<file path="src/rtl/dmem_arbiter.sv">
// Round-robin arbiter sharing one synchronous-read data memory between the CPU (port 0)
// and a debug/DMA loader (port 1). Define ARB_LOCK_EN to let a granted port hold the memory.
module dmem_arbiter #(
  parameter int ADDR_W   = 8,
  parameter int DATA_W   = 16,
  parameter int LOCK_MAX = 4
) (
  input  logic              clk,
  input  logic              reset,
  input  logic              req0,
  input  logic              we0,
  input  logic [ADDR_W-1:0] addr0,
  input  logic [DATA_W-1:0] wdata0,
  input  logic              lock0,
  output logic              gnt0,
  output logic              rvalid0,
  input  logic              req1,
  input  logic              we1,
  input  logic [ADDR_W-1:0] addr1,
  input  logic [DATA_W-1:0] wdata1,
  input  logic              lock1,
  output logic              gnt1,
  output logic              rvalid1,
  output logic [DATA_W-1:0] rdata,
  output logic              mem_en,
  output logic              mem_we,
  output logic [ADDR_W-1:0] mem_addr,
  output logic [DATA_W-1:0] mem_wdata,
  input  logic [DATA_W-1:0] mem_rdata
);

  logic r_last;      // port granted most recently; the other port wins a tie
  logic r_rvalid0;
  logic r_rvalid1;
  logic r_was_read;
  logic w_elig0;
  logic w_elig1;
  logic w_gnt0;
  logic w_gnt1;

`ifdef ARB_LOCK_EN
  localparam int CNT_W = $clog2(LOCK_MAX + 1);

  logic             r_locked;
  logic             r_owner;
  logic [CNT_W-1:0] r_lock_cnt;
  logic             w_gnt_lock;

  assign w_gnt_lock = w_gnt0 ? lock0 : (w_gnt1 & lock1);

  // Counter saturating at LOCK_MAX ends the lock; the owner's next grant starts a fresh one.
  always_ff @(posedge clk) begin
    if (reset) begin
      r_locked   <= 1'b0;
      r_owner    <= 1'b0;
      r_lock_cnt <= '0;
    end else if (w_gnt_lock) begin
      if (r_locked && (r_owner == w_gnt1) && (r_lock_cnt < CNT_W'(LOCK_MAX))) begin
        r_lock_cnt <= r_lock_cnt + CNT_W'(1);
      end else begin
        r_locked   <= 1'b1;
        r_owner    <= w_gnt1;
        r_lock_cnt <= CNT_W'(1);
      end
    end else begin
      r_locked   <= 1'b0;
      r_lock_cnt <= '0;
    end
  end
`else
  logic w_unused_lock;
  assign w_unused_lock = lock0 ^ lock1 ^ (LOCK_MAX == 0);
`endif

  always_comb begin
    // NOTE: every output of this block gets a default first, so no path leaves one unassigned and no latch is inferred.
    w_elig0 = req0;
    w_elig1 = req1;
    w_gnt0  = 1'b0;
    w_gnt1  = 1'b0;
`ifdef ARB_LOCK_EN
    if (r_locked && (r_lock_cnt < CNT_W'(LOCK_MAX))) begin
      if (!r_owner && req0 && lock0) w_elig1 = 1'b0;
      if (r_owner && req1 && lock1)  w_elig0 = 1'b0;
    end
`endif
    if (!reset) begin
      if (w_elig0 && w_elig1) begin
        w_gnt0 = r_last;
        w_gnt1 = !r_last;
      end else begin
        w_gnt0 = w_elig0;
        w_gnt1 = w_elig1;
      end
    end
  end

  assign gnt0      = w_gnt0;
  assign gnt1      = w_gnt1;
  assign mem_en    = w_gnt0 | w_gnt1;
  assign mem_we    = w_gnt0 ? we0    : (w_gnt1 ? we1    : 1'b0);
  assign mem_addr  = w_gnt0 ? addr0  : (w_gnt1 ? addr1  : '0);
  assign mem_wdata = w_gnt0 ? wdata0 : (w_gnt1 ? wdata1 : '0);

  always_ff @(posedge clk) begin
    // NOTE: state registers use non-blocking assignments so every flop samples pre-edge values.
    if (reset) begin
      r_last     <= 1'b1;
      r_rvalid0  <= 1'b0;
      r_rvalid1  <= 1'b0;
      r_was_read <= 1'b0;
    end else begin
      r_rvalid0  <= w_gnt0;
      r_rvalid1  <= w_gnt1;
      r_was_read <= mem_en & ~mem_we;
      if (mem_en) r_last <= w_gnt1;
    end
  end

  // A response in flight when reset rises is dropped immediately, not one cycle later.
  assign rvalid0 = r_rvalid0 & ~reset;
  assign rvalid1 = r_rvalid1 & ~reset;
  assign rdata   = ((rvalid0 | rvalid1) && r_was_read) ? mem_rdata : '0;

endmodule

</file>
<file path="config.mk">
export PLATFORM = sky130hd
export DESIGN_NAME = dmem_arbiter
export DESIGN_NICKNAME = d
export VERILOG_FILES = /design/src/rtl/dmem_arbiter.sv
export SDC_FILE = /design/constraint.sdc
export NUM_CORES = 1
export LEC_CHECK = 0
export CAP_MARGIN = 20
export CORE_MARGIN = 5
export CORE_UTILIZATION = 25
export CTS_BUF_LIST = sky130_fd_sc_hd__clkbuf_4 sky130_fd_sc_hd__clkbuf_8
export CTS_CLUSTER_DIAMETER = 60
export DETAILED_ROUTE_END_ITERATION = 7
export GPL_TIMING_DRIVEN = 1
export PLACE_DENSITY = 0.95
export SETUP_SLACK_MARGIN = 0.02
export SLEW_MARGIN = 20
export SYNTH_ARGS = -nofsm -noshare
export SYNTH_HDL_FRONTEND = slang
export SYNTH_SLANG_ARGS = --single-unit
export TNS_END_PERCENT = 50
</file>
<file path="constraint.sdc">
create_clock -name clk -period 2.9 [get_ports clk]
set_input_delay 0.29 -clock clk [delete_from_list [all_inputs] [get_ports clk]]
set_output_delay 0.29 -clock clk [all_outputs]
set_load 0.05 [all_outputs]
</file>
==> impl_metrics.csv <==
group,metric,value,unit
global_route,grt_max_degree,36,
routing,drcViolationCount,0,
logic_synthesis,synth_top_cell_area_share,28.78,%
routing,wl_per_cell,17.79,um
timing,report.final.slew_viol_count,0,
routing,postRouteWirelength,4324,um
run_status,outcome,"finished, final reports clean",
routing,drt-initial-drc-count,53,
global_route,first_global_vias,1210,
timing,period_share,79.33,%
run,cap_violations,0,
logic_synthesis,synthTopCellsByArea,"a32oi_1 (29%), nor2_1 (15%), and2_1 (13%)",
die,initial_utilization,25.55,%
global_route,grt.overflow.total,0,
global_route,grt_usage,18.50,%
routing,ant_nets,0,
routing,via_count,1249,
setup_path,cp.depth,5,
global_route,grt_pass1_wl,5982,um
timing,setup_tns,0,ns
final_layout,final_layout_size_suffix_gt1_share,25.71,%
die,core_area,2978,um2
timing,hold_slack,0.5945,ns
power_and_ir_drop,power_density,231.1,nW/um2
final_layout,multi_input_area,534.3,um2
logic_synthesis,synth_top_family_by_area,"simple AND/OR/NAND/NOR gates",
logic_synthesis,synth_simple_gate_area_share,37.34,%
setup_path,crit_path_end_kind,"output port",
timing,fin_crit,2.301,ns
timing,rsz0062_at_grt,"no",
clock_tree,cts_tree,"yes",
power_and_ir_drop,p_leak,0.8887,nW
timing,setup_violations,0,
routing,vias_per_cell,5.140,
clock_tree,clock_path_buffers,2,
clock_tree,holdBufCountCts,0,
clock_tree,cts_made_buffers,3,
logic_synthesis,synth-compound-area-share,32.89,%
setup_path,crit_type,"primary input to output port",
logic_synthesis,synth.distinct_cells,18,
placement,dpl.hpwl,3649,um
setup_path,startpoint_type,"primary input",
placement,portBuffers,115,
setup_path,required,2.61,ns
final_layout,area_delta_synth_final,199.0,%
logic_synthesis,synth_top_cell_by_area,"a32oi_1",
logic_synthesis,avgSynthCellArea,7.458,um2
setup_path,worstRegToRegCells,4,
clock_tree,worstSkewPairLatency,0.23,ns
routing,firstDrtPassIters,4,
logic_synthesis,synth-xor-area-share,0,%
timing,fmax,434.7,MHz
global_route,antenna_found_initial,0,
die,std_cell_rows,20,
timing,worst_pin_slew,0.7181,ns
logic_synthesis,synthMuxAreaShare,0,%
timing,hold_viol,0,
logic_synthesis,syn_nets,174,
final_layout,nNetsFinal,284,
logic_synthesis,yosysWarningCount,0,
final_layout,n_antenna_cell,0,
final_layout,fin_util,76.39,%
die,ios,118,
final_layout,layout_commonest_cell,"clkdlybuf4s50_1",
power_and_ir_drop,vdd_drop_max,0.0001215,V
die,die_h,65.16,um
logic_synthesis,ys_ff_latch,4,
setup_path,cp_cell_sequence,"clkdlybuf4s50_1 > a21boi_4 > a32oi_1 > nor2_1 > buf_12",
setup_path,worst-path-max-fanout,28,
die,die_w,65.16,um
clock_tree,htreeDepth,1,
setup_path,path_buf_inv,2,
clock_tree,path_clk_slew,0.04,ns
placement,gp_congestion,0.7069,
clock_tree,clock_sinks,4,
timing,clock_skew,0.004276,ns
final_layout,seq_area,80.08,um2
min_path,holdCritPathClass,"flip-flop to flip-flop",
setup_path,critPathSlowestCell,"a21boi_4",
logic_synthesis,synth_fa_ha_area_share,0,%
min_path,holdPathStages,3,
die,dieArea,4246,um2
clock_tree,post-cts-setup-buffers,0,
setup_path,path_delay_family,"compound AO/OA/AOI/OAI gates",
setup_path,arrival,2.01,ns
logic_synthesis,synthCells,102,
clock_tree,cts_resized,0,
logic_synthesis,ys_seq_area_share,10.53,%
setup_path,critPathMaxStageDelay,0.63,ns
final_layout,nFillCells,195,
clock_tree,cts_root_buf,"clkbuf_4",
final_layout,final_cell_mix,"clkdlybuf4s50_1 (69), buf_12 (43), nor2_1 (31)",
logic_synthesis,netlist_area,760.7,um2
timing,slew_headroom,52.01,%
==> cells in the mapped netlist (all sizes together) <==
library cell,number
a21boi,1
a32oi,25
and2,16
buf,9
clkbuf,3
dfxtp,4
dlygate4sd1,1
nand2,3
nand2b,2
nor2,31
nor2b,4
nor3b,1
o21ai,1
o31ai,1
==> report_power, final <==
part           internal (W)  switching, W  leakage [nW]
Clock             0.0000463     0.0000228        0.0138
Combinational      0.000206      0.000189         0.842
Sequential        0.0000589    0.00000284        0.0332
Total              0.000311      0.000215         0.889
==> cell type report <==
cell class / instances / area share [%]
clock buffer: 3 / 0.9901
sequential: 4 / 3.520
tap: 33 / 1.815
timing repair buffer: 118 / 70.19
multi-input combinational: 85 / 23.49
==> final timing paths <==
path	from	slack (ns)	to
hold reg to reg	r_last	0.59	r_last
hold / removal	r_last	0.59	r_last
setup / recovery	req1	0.60	mem_wdata[12]
setup reg to reg	r_last	1.33	r_was_read
==> worst min-delay path, cell delays in order, from the launching register on <==
cell,delay (ns)
dfxtp_1,0.34
nand2_1,0.07
o21ai_0,0.08
nand2b_1,0.07
==> routing by layer <==
metal  part of all wire [%]  up-vias  global-route usage, %
met4                    1.7        0                  6.477
met2                     55       79                  37.42
met1                     34      571                  17.69
li1                       -      591                      -
met5                      0        -                      0
met3                    8.6        8                  4.444
==> logic make-up after synthesis <==
group / after synthesis
compound gates: 28
buf+inv: 13
flops: 4
simple gates: 57
==> flip-flops by register name, indices dropped and copies added, names as in the netlist <==
name	count
r_last	1
r_rvalid1	1
r_rvalid0	1
r_was_read	1
==> metrics by stage <==
step                setup slack [ns]  area [um2]  instances  power [W]
floorplan                      1.115       760.7        102  0.0002420
global placement              0.6884        2252        240  0.0004469
detailed placement            0.5996        2252        240  0.0004583
CTS                           0.5854        2275        243  0.0005300
global route                  0.5049        2275        243  0.0005476
finish                        0.5995        2275        243  0.0005257
No activity file was read; power rests on OpenSTA's default activity.
